### config.mk
export PLATFORM = sky130hd
export DESIGN_NAME = wb_port_arbiter
export DESIGN_NICKNAME = d
export VERILOG_FILES = /design/src/rtl/wb_arb_pkg.sv /design/src/rtl/rr_picker.sv /design/src/rtl/wb_port_arbiter.sv
export SDC_FILE = /design/constraint.sdc
export NUM_CORES = 1
export LEC_CHECK = 0
export CAP_MARGIN = 20
export CORE_MARGIN = 1
export CORE_UTILIZATION = 42
export CTS_CLUSTER_SIZE = 25
export DETAILED_ROUTE_END_ITERATION = 16
export MAX_ROUTING_LAYER = met4
export PLACE_DENSITY_LB_ADDON = 0.05
export SLEW_MARGIN = 5
export SYNTH_ARGS = -nofsm -noshare
export SYNTH_HDL_FRONTEND = slang
export SYNTH_SLANG_ARGS = --single-unit
export TNS_END_PERCENT = 1
### constraint.sdc
create_clock -name clk -period 4.4 [get_ports clk]
set_clock_uncertainty 0.15 [all_clocks]
set_input_delay 0.88 -clock clk [delete_from_list [all_inputs] [get_ports clk]]
set_output_delay 0.88 -clock clk [all_outputs]
set_load 0.1 [all_outputs]
### src/rtl/wb_arb_pkg.sv
// Shared types and encodings for the register-file write-port arbiter.
`ifndef DATA_WIDTH
`define DATA_WIDTH 32
`endif

package wb_arb_pkg;

    localparam int unsigned WB_DATA_W = `DATA_WIDTH;

    localparam logic [2:0] GNT_PIPE = 3'd0;
    localparam logic [2:0] GNT_NONE = 3'd7;

    typedef enum logic {
        ARB,
        BUBBLE
    } arb_state_e;

    typedef struct packed {
        logic                 fp;
        logic [4:0]           addr;
        logic [WB_DATA_W-1:0] data;
    } wb_req_t;

endpackage

### src/rtl/rr_picker.sv
// Rotate-priority find-first: first set request at or above ptr, wrapping around.
module rr_picker #(
    parameter int unsigned NUM_LU = 2
) (
    input  logic [NUM_LU-1:0] req,
    input  logic [1:0]        ptr,
    output logic              pick_v,
    output logic [1:0]        pick_idx
);

    logic [1:0] cand;

    always_comb begin
        pick_v   = 1'b0;
        pick_idx = '0;
        cand     = '0;
        for (int unsigned k = 0; k < NUM_LU; k++) begin
            cand = 2'((32'(ptr) + k) % NUM_LU);
            if (!pick_v && req[cand]) begin
                pick_v   = 1'b1;
                pick_idx = cand;
            end
        end
    end

endmodule

### src/rtl/wb_port_arbiter.sv
// Register-file write-port arbiter: pipeline WB first, then round-robin over held LU results.
// Optional WB_ARB_HAZARD_EN adds ID-stage read hazard outputs against buffered/in-flight writes.
`ifndef DATA_WIDTH
`define DATA_WIDTH 32
`endif

module wb_port_arbiter
    import wb_arb_pkg::*;
#(
    parameter int unsigned NUM_LU     = 2,
    parameter int unsigned STARVE_MAX = 8,
    parameter int unsigned DATA_W     = `DATA_WIDTH
) (
    input  logic                     clk,
    input  logic                     rst,
`ifdef WB_ARB_HAZARD_EN
    input  logic [4:0]               id_rs1_addr,
    input  logic [4:0]               id_rs2_addr,
    input  logic                     id_fp_read,
    output logic                     hazard_rs1,
    output logic                     hazard_rs2,
`endif
    input  logic                     pipe_wb_valid,
    input  logic                     pipe_wb_fp,
    input  logic [4:0]               pipe_wb_addr,
    input  logic [DATA_W-1:0]        pipe_wb_data,
    input  logic [NUM_LU-1:0]        lu_valid,
    output logic [NUM_LU-1:0]        lu_ready,
    input  logic [NUM_LU-1:0]        lu_fp,
    input  logic [5*NUM_LU-1:0]      lu_addr,
    input  logic [DATA_W*NUM_LU-1:0] lu_data,
    output logic                     reg_write,
    output logic                     reg_FP_write,
    output logic [4:0]               reg_rd_addr,
    output logic [DATA_W-1:0]        reg_rd_data,
    output logic [2:0]               grant_id,
    output logic                     pipe_stall,
    output logic                     proto_err
);

    wb_req_t     lu_buf [NUM_LU];
    logic [NUM_LU-1:0] lu_buf_v;
    logic [1:0]  rr_ptr;
    logic [7:0]  starve_cnt, starve_cnt_n;
    arb_state_e  state_q, state_n;
    logic        proto_set;

    logic        pick_v;
    logic [1:0]  pick_idx;
    logic        lu_gnt_v;
    wb_req_t     gnt_req;

    assign lu_ready = ~lu_buf_v;

    rr_picker #(
        .NUM_LU(NUM_LU)
    ) u_picker (
        .req      (lu_buf_v),
        .ptr      (rr_ptr),
        .pick_v   (pick_v),
        .pick_idx (pick_idx)
    );

    assign lu_gnt_v = !pipe_wb_valid && pick_v;

    always_comb begin
        gnt_req = lu_buf[pick_idx];
    end

    // Buffer i is freed only by its grant; its ready stays low that cycle, so load never collides.
    always_ff @(posedge clk) begin
        if (!rst) begin
            lu_buf_v <= '0;
            rr_ptr   <= '0;
            for (int unsigned i = 0; i < NUM_LU; i++) begin
                lu_buf[i] <= '0;
            end
        end else begin
            for (int unsigned i = 0; i < NUM_LU; i++) begin
                if (lu_gnt_v && (pick_idx == 2'(i))) begin
                    lu_buf_v[i] <= 1'b0;
                end else if (lu_valid[i] && !lu_buf_v[i]) begin
                    lu_buf_v[i]     <= 1'b1;
                    lu_buf[i].fp    <= lu_fp[i];
                    lu_buf[i].addr  <= lu_addr[5*i +: 5];
                    lu_buf[i].data  <= lu_data[DATA_W*i +: DATA_W];
                end
            end
            if (lu_gnt_v) begin
                rr_ptr <= 2'((32'(pick_idx) + 1) % NUM_LU);
            end
        end
    end

    always_ff @(posedge clk) begin
        if (!rst) begin
            reg_write    <= 1'b0;
            reg_FP_write <= 1'b0;
            reg_rd_addr  <= '0;
            reg_rd_data  <= '0;
            grant_id     <= GNT_NONE;
        end else if (pipe_wb_valid) begin
            reg_write    <= !pipe_wb_fp && (pipe_wb_addr != '0);
            reg_FP_write <= pipe_wb_fp;
            reg_rd_addr  <= pipe_wb_addr;
            reg_rd_data  <= pipe_wb_data;
            grant_id     <= GNT_PIPE;
        end else if (lu_gnt_v) begin
            reg_write    <= !gnt_req.fp && (gnt_req.addr != '0);
            reg_FP_write <= gnt_req.fp;
            reg_rd_addr  <= gnt_req.addr;
            reg_rd_data  <= gnt_req.data;
            grant_id     <= {1'b0, pick_idx} + 3'd1;
        end else begin
            reg_write    <= 1'b0;
            reg_FP_write <= 1'b0;
            reg_rd_addr  <= '0;
            reg_rd_data  <= '0;
            grant_id     <= GNT_NONE;
        end
    end

    always_comb begin
        state_n      = state_q;
        starve_cnt_n = starve_cnt;
        proto_set    = 1'b0;
        case (state_q)
            ARB: begin
                if (lu_gnt_v || !(|lu_buf_v)) begin
                    starve_cnt_n = '0;
                end else if (starve_cnt == 8'(STARVE_MAX - 1)) begin
                    starve_cnt_n = '0;
                    state_n      = BUBBLE;
                end else begin
                    starve_cnt_n = starve_cnt + 8'd1;
                end
            end
            BUBBLE: begin
                starve_cnt_n = '0;
                if (pipe_wb_valid) begin
                    proto_set = 1'b1;
                    state_n   = BUBBLE;
                end else begin
                    state_n   = ARB;
                end
            end
            default: begin
                state_n      = ARB;
                starve_cnt_n = '0;
            end
        endcase
    end

    // pipe_stall is high exactly in the cycles the FSM sits in BUBBLE.
    always_ff @(posedge clk) begin
        if (!rst) begin
            state_q    <= ARB;
            starve_cnt <= '0;
            pipe_stall <= 1'b0;
            proto_err  <= 1'b0;
        end else begin
            state_q    <= state_n;
            starve_cnt <= starve_cnt_n;
            pipe_stall <= (state_n == BUBBLE);
            if (proto_set) begin
                proto_err <= 1'b1;
            end
        end
    end

`ifdef WB_ARB_HAZARD_EN
    always_comb begin
        hazard_rs1 = 1'b0;
        hazard_rs2 = 1'b0;
        if (id_fp_read ? reg_FP_write : reg_write) begin
            if (reg_rd_addr == id_rs1_addr) hazard_rs1 = 1'b1;
            if (reg_rd_addr == id_rs2_addr) hazard_rs2 = 1'b1;
        end
        for (int unsigned i = 0; i < NUM_LU; i++) begin
            if (lu_buf_v[i] && (lu_buf[i].fp == id_fp_read)) begin
                if (lu_buf[i].addr == id_rs1_addr) hazard_rs1 = 1'b1;
                if (lu_buf[i].addr == id_rs2_addr) hazard_rs2 = 1'b1;
            end
        end
        if (!id_fp_read) begin
            if (id_rs1_addr == '0) hazard_rs1 = 1'b0;
            if (id_rs2_addr == '0) hazard_rs2 = 1'b0;
        end
    end
`endif

endmodule

**Word-level counts from Yosys, hierarchy flattened**

Memories as Yosys holds them, arrays and structs flattened.
Cells that the tools add are included.

- Flip-flop bits (word level): 55
- Memory bits (writable): 76
- Bits of input ports: 119
- Output and inout bits: 46
- Memories: 1

Memories:

| name | words | width | read ports | clocked after Yosys merged registers in | wr ports | RTL line | RTL |
|---|---|---|---|---|---|---|---|
| lu_buf | 2 | 38 | 1 | 0 | 2 | wb_port_arbiter.sv:41 | `wb_req_t lu_buf [NUM_LU];` |

- $add $sub $neg: 4
- $lt $le $gt $ge: 2
- Equal/unequal tests: 2
- Muxes and demuxes: 41
- Bitwise gates (word level): 9
- Reduce and logical (&&, ||, !) cells: 22

Operators with widths:

| cell | number |
|---|---|
| 32-bit two-way mux | 4 |
| 1-bit two-way mux | 27 |
| 5-bit two-way mux | 4 |
| 8-bit two-way mux | 2 |
| 8-bit case mux with 2 select lines | 1 |
| 5-bit nonzero test | 2 |
| 8-bit by 1-bit adder with 8-bit output (second input constant) | 1 |
| 8-bit by 3-bit == test with 1-bit output (second input constant) | 1 |
| 1-bit logical AND | 8 |
| 1-bit zero test | 7 |
| 3-bit two-way mux | 2 |
| 1-bit OR | 6 |
| 2-bit OR reduction | 3 |
| 1-bit by 2-bit < comparator with 1-bit output (second input constant) | 2 |
| 2-bit by 1-bit adder with 3-bit output (second input constant) | 1 |
| 1-bit adder (second input constant) | 2 |
| 2-bit by 1-bit == test with 1-bit output (second input constant) | 1 |
| 2-bit zero test | 1 |
| 1-bit NOT | 2 |
| 2-bit NOT | 1 |
| 1-bit case mux with 2 select lines | 1 |
| 1-bit logical OR | 1 |

**Logic depth before layout (Yosys ltp)**

- Depth in word-level cells: 12
- Mapped depth: 7
- Gate-level depth less buffers: 5

**Cells and area by module**

Synthesis repeated with hierarchy kept, for this count alone.

- Cells, all modules: 469
- Area total of the unflattened synthesis: 5542.8 µm²

Modules (own cells, without submodules):

| module | times used | cells an instance | area each (µm²) | sequential area each (µm²) |
|---|---|---|---|---|
| wb_port_arbiter | 1 | 464 | 5514.0 | 3383.2 |
| rr_picker | 1 | 5 | 28.8 | 0.0 |

**Least setup slack after synthesis**

OpenSTA, ideal clock, no wires.

- Kind: in2reg
- From: input port lu_valid[1]
- To: memory lu_buf[1][0] (netlist bit) (enable)
- Library setup time: 0.486 ns
- Arrival time: 3.615 ns
- Required time: 3.764 ns
- Setup slack: 0.149 ns
- Stages on the path: 2
- Buffers on the path: 0
- Path through: inv_1 o21ai_0

RTL lines:

| element | RTL line | RTL |
|---|---|---|
| start: declaration | wb_port_arbiter.sv:27 | `input logic [NUM_LU-1:0] lu_valid,` |
| end: declaration | wb_port_arbiter.sv:41 |  |

**Worst setup path in the final report**

- From: register lu_buf_v[1]
- To: output port lu_ready[1]

- Longest elaborated chain between the ends: 1

Ends and longest elaborated chain:

| element | RTL line | RTL |
|---|---|---|
| start: declaration | wb_port_arbiter.sv:42 | `logic [NUM_LU-1:0] lu_buf_v;` |
| start signal: assignment | wb_port_arbiter.sv:73 | `lu_buf_v <= '0;` |
| start signal: indexed assignment | wb_port_arbiter.sv:81 | `lu_buf_v[i] <= 1'b0;` |
| start signal: indexed assignment | wb_port_arbiter.sv:83 | `lu_buf_v[i] <= 1'b1;` |
| 2-bit NOT | wb_port_arbiter.sv:53 | `assign lu_ready = ~lu_buf_v;` |
| end: declaration | wb_port_arbiter.sv:28 | `output logic [NUM_LU-1:0] lu_ready,` |

Every way passes these cells.

==> impl_metrics.env <==
export IMPL_fillers=1087
export IMPL_dp_cells=807
export IMPL_hold_viol=0
export IMPL_synthArstFlopShare_pct=0
export IMPL_synth_top_flop_cell="edfxtp_1"
export IMPL_critPathMaxStageDelay_ns=0.90
export IMPL_critPathArrivalTime_ns=2.25
export IMPL_cts_buffers=17
export IMPL_synth_area_leaders="edfxtp_1, dfxtp_1, and2_1, a21o_1, o211ai_1"
export IMPL_critPathMaxFanout=43
export IMPL_syn_instance_count=510
export IMPL_setup_viol=0
export IMPL_status="finished, final reports clean"
export IMPL_cts_clk_slew_worst_paths_ns=0.05
export IMPL_ys_ff_latch=131
export IMPL_htreeDepth=4
export IMPL_r2r_cells=5
export IMPL_worst_slew_pin_slew_ns=0.9898
export IMPL_wire_per_inst_um=16.70
export IMPL_crit_required_ns=3.37
export IMPL_post_cts_buffers=0
export IMPL_clock_fmax_mhz=304.7
export IMPL_cts_sink_count=131
export IMPL_end_kind="primary output"
export IMPL_cp_depth=2
export IMPL_num_vias=4262
export IMPL_fin_crit_sh_pct=74.59
export IMPL_crit_slowest_cell="dfxtp_2"
export IMPL_multi_input_area_um2=2059
export IMPL_core_area_um2=12880
export IMPL_rows=41
export IMPL_cts_tree="yes"
export IMPL_avgSynthCellArea_um2=11.06
export IMPL_io_pin_count=165
export IMPL_antenna_found_initial=0
export IMPL_synthesis_nets=630
export IMPL_dp_hpwl_um=9201
export IMPL_die_x_um=117.9
export IMPL_first_global_vias=4352
export IMPL_clock_latency_ns=0.41
export IMPL_yosys_warnings=0
export IMPL_slew_limit_headroom_pct=33.81
export IMPL_drt_wl_total_um=14010
export IMPL_leakage_uw=0.002910
export IMPL_syn_to_final_growth_pct=40.98
export IMPL_die_h_um=117.9
export IMPL_grt_max_degree=50
export IMPL_dieArea_um2=13900
export IMPL_n_antenna_cell=0
export IMPL_drt_first_iter_violations=249
export IMPL_critPathTopFamily="buffers and inverters"
export IMPL_critical_path_buf_inv_count=2
export IMPL_clockBufferDepth=2
export IMPL_critical_path_class="flop to primary output"
export IMPL_instances_no_fill=839
export IMPL_fin_ws_ns=1.118
export IMPL_ff_latch_area_um2=3386
export IMPL_synth_top_cell_by_area="edfxtp_1"
export IMPL_synth_edf_count=76
export IMPL_ir_worst_vdd_mv=0.2614
export IMPL_layout_nets=774
export IMPL_worstSetupStartpointType="flop"
export IMPL_worstPathCellList="inv_2 -> buf_4"
export IMPL_drcViolationCount=0
export IMPL_synth_area_um2=5643
export IMPL_final_layout_size_suffix_gt1_share_pct=7.946
export IMPL_ant_nets=0
export IMPL_gp_congestion=0.7766
export IMPL_place_ws_ns=1.287
export IMPL_ctsHoldBuffers=0
export IMPL_hold_depth=1
export IMPL_grt_pass1_wl_um=22390
export IMPL_avgViaCountPerCell=5.080
export IMPL_grt_overflow=0
export IMPL_power_density_nw_per_um2=421.9
export IMPL_clockRootBuffer="clkbuf_16"
export IMPL_synth_distinct_cells=33
export IMPL_grt_setup_unrepaired="false"
export IMPL_slew_violations=0
export IMPL_grt_usage_pct=21.55
export IMPL_io_buffers=164
export IMPL_initial_core_util_pct=43.82
export IMPL_first_pass_iters=5
export IMPL_drv_cap=0
export IMPL_hold_path_class="flop to flop"
export IMPL_netlist_area_leader_share_pct=40.44
export IMPL_fin_setup_tns_ns=0
export IMPL_finalWorstPathRequiredPeriod_ns=3.282
export IMPL_cts_resized_gates=0
export IMPL_synth_common_cells="and2_1, edfxtp_1, dfxtp_1"
export IMPL_seq_area_frac_synth_pct=59.96
==> stage by stage <==
stage          cell area, um^2  power (uW)  util (%)  hold slack (ns)
3_5_place_dp              7375        2024     57.27           0.2962
5_1_grt                   7955        3464     61.78           0.3321
4_1_cts                   7955        3375     61.78           0.3055
3_3_place_gp              7347        2012     57.06           0.2825
2_1_floorplan             5643        1812         -           0.2717
6_report                  7955        3356     61.78           0.2994
==> cell type report <==
type | instances | share of cell area (%)
Inverter | 6 | 0.2831
Sequential cell | 131 | 42.56
Clock buffer | 28 | 6.747
Multi-Input combinational cell | 328 | 25.89
Timing Repair Buffer | 170 | 21.26
Clock inverter | 4 | 0.5505
Tap cell | 172 | 2.705
==> worst paths after layout <==
kind | end | slack, ns | startpoint
worst min register to register | starve_cnt[0] | 0.30 | starve_cnt[0]
worst max-delay path | lu_ready[1] | 1.12 | lu_buf_v[1]
worst min-delay path | starve_cnt[0] | 0.30 | starve_cnt[0]
worst max register to register | lu_buf[0][19] | 1.27 | lu_buf_v[1]
==> routing by layer <==
layer  GRT usage (%)  part of all wire [%]
met1           26.49                    45
met2           34.26                    48
met3           5.475                   6.0
met4           7.772                   1.3
met5               -                     0
==> flip-flops by register name, summed over array words and instances, names as in the netlist, 2 cells and up <==
register and flops:
lu_buf 76, reg_rd_data 32, starve_cnt 8, reg_rd_addr 5
grant_id 3, lu_buf_v 2
==> logic make-up after synthesis <==
logic type,synth area share [%]
adder cells (fa/ha/maj),0.2217
flip-flops,59.96
AO/OA/AOI/OAI,20.22
multiplexers,0.1774
XOR/XNOR,0.9313
AND/OR/NAND/NOR,14.41
buffers and inverters,4.080
==> worst reg2reg max path, cell delays in order, from the launching register on <==
cell	delay [ns]
dfxtp_2	0.90
inv_2	0.54
and3_1	0.30
buf_4	0.24
a31o_2	0.48
and2_1	0.28
==> cell usage in the layout (no fill, tap or decap), drive strengths merged, types with 6 or more instances in the layout <==
master / n
dfxtp: 55
clkdlybuf4s50: 160
nand2: 41
buf: 10
inv: 6
a21oi: 8
edfxtp: 76
a21o: 38
nor2: 17
a21boi: 38
clkbuf: 28
o211ai: 38
and2: 76
o21ai: 44
==> power by group <==
| part | switching (uW) | internal, uW |
|---|---|---|
| clock | 481 | 879 |
| combinational | 349 | 205 |
| sequential | 45.5 | 1400 |
| total | 875 | 2480 |
(Power assumes the default switching activity.)
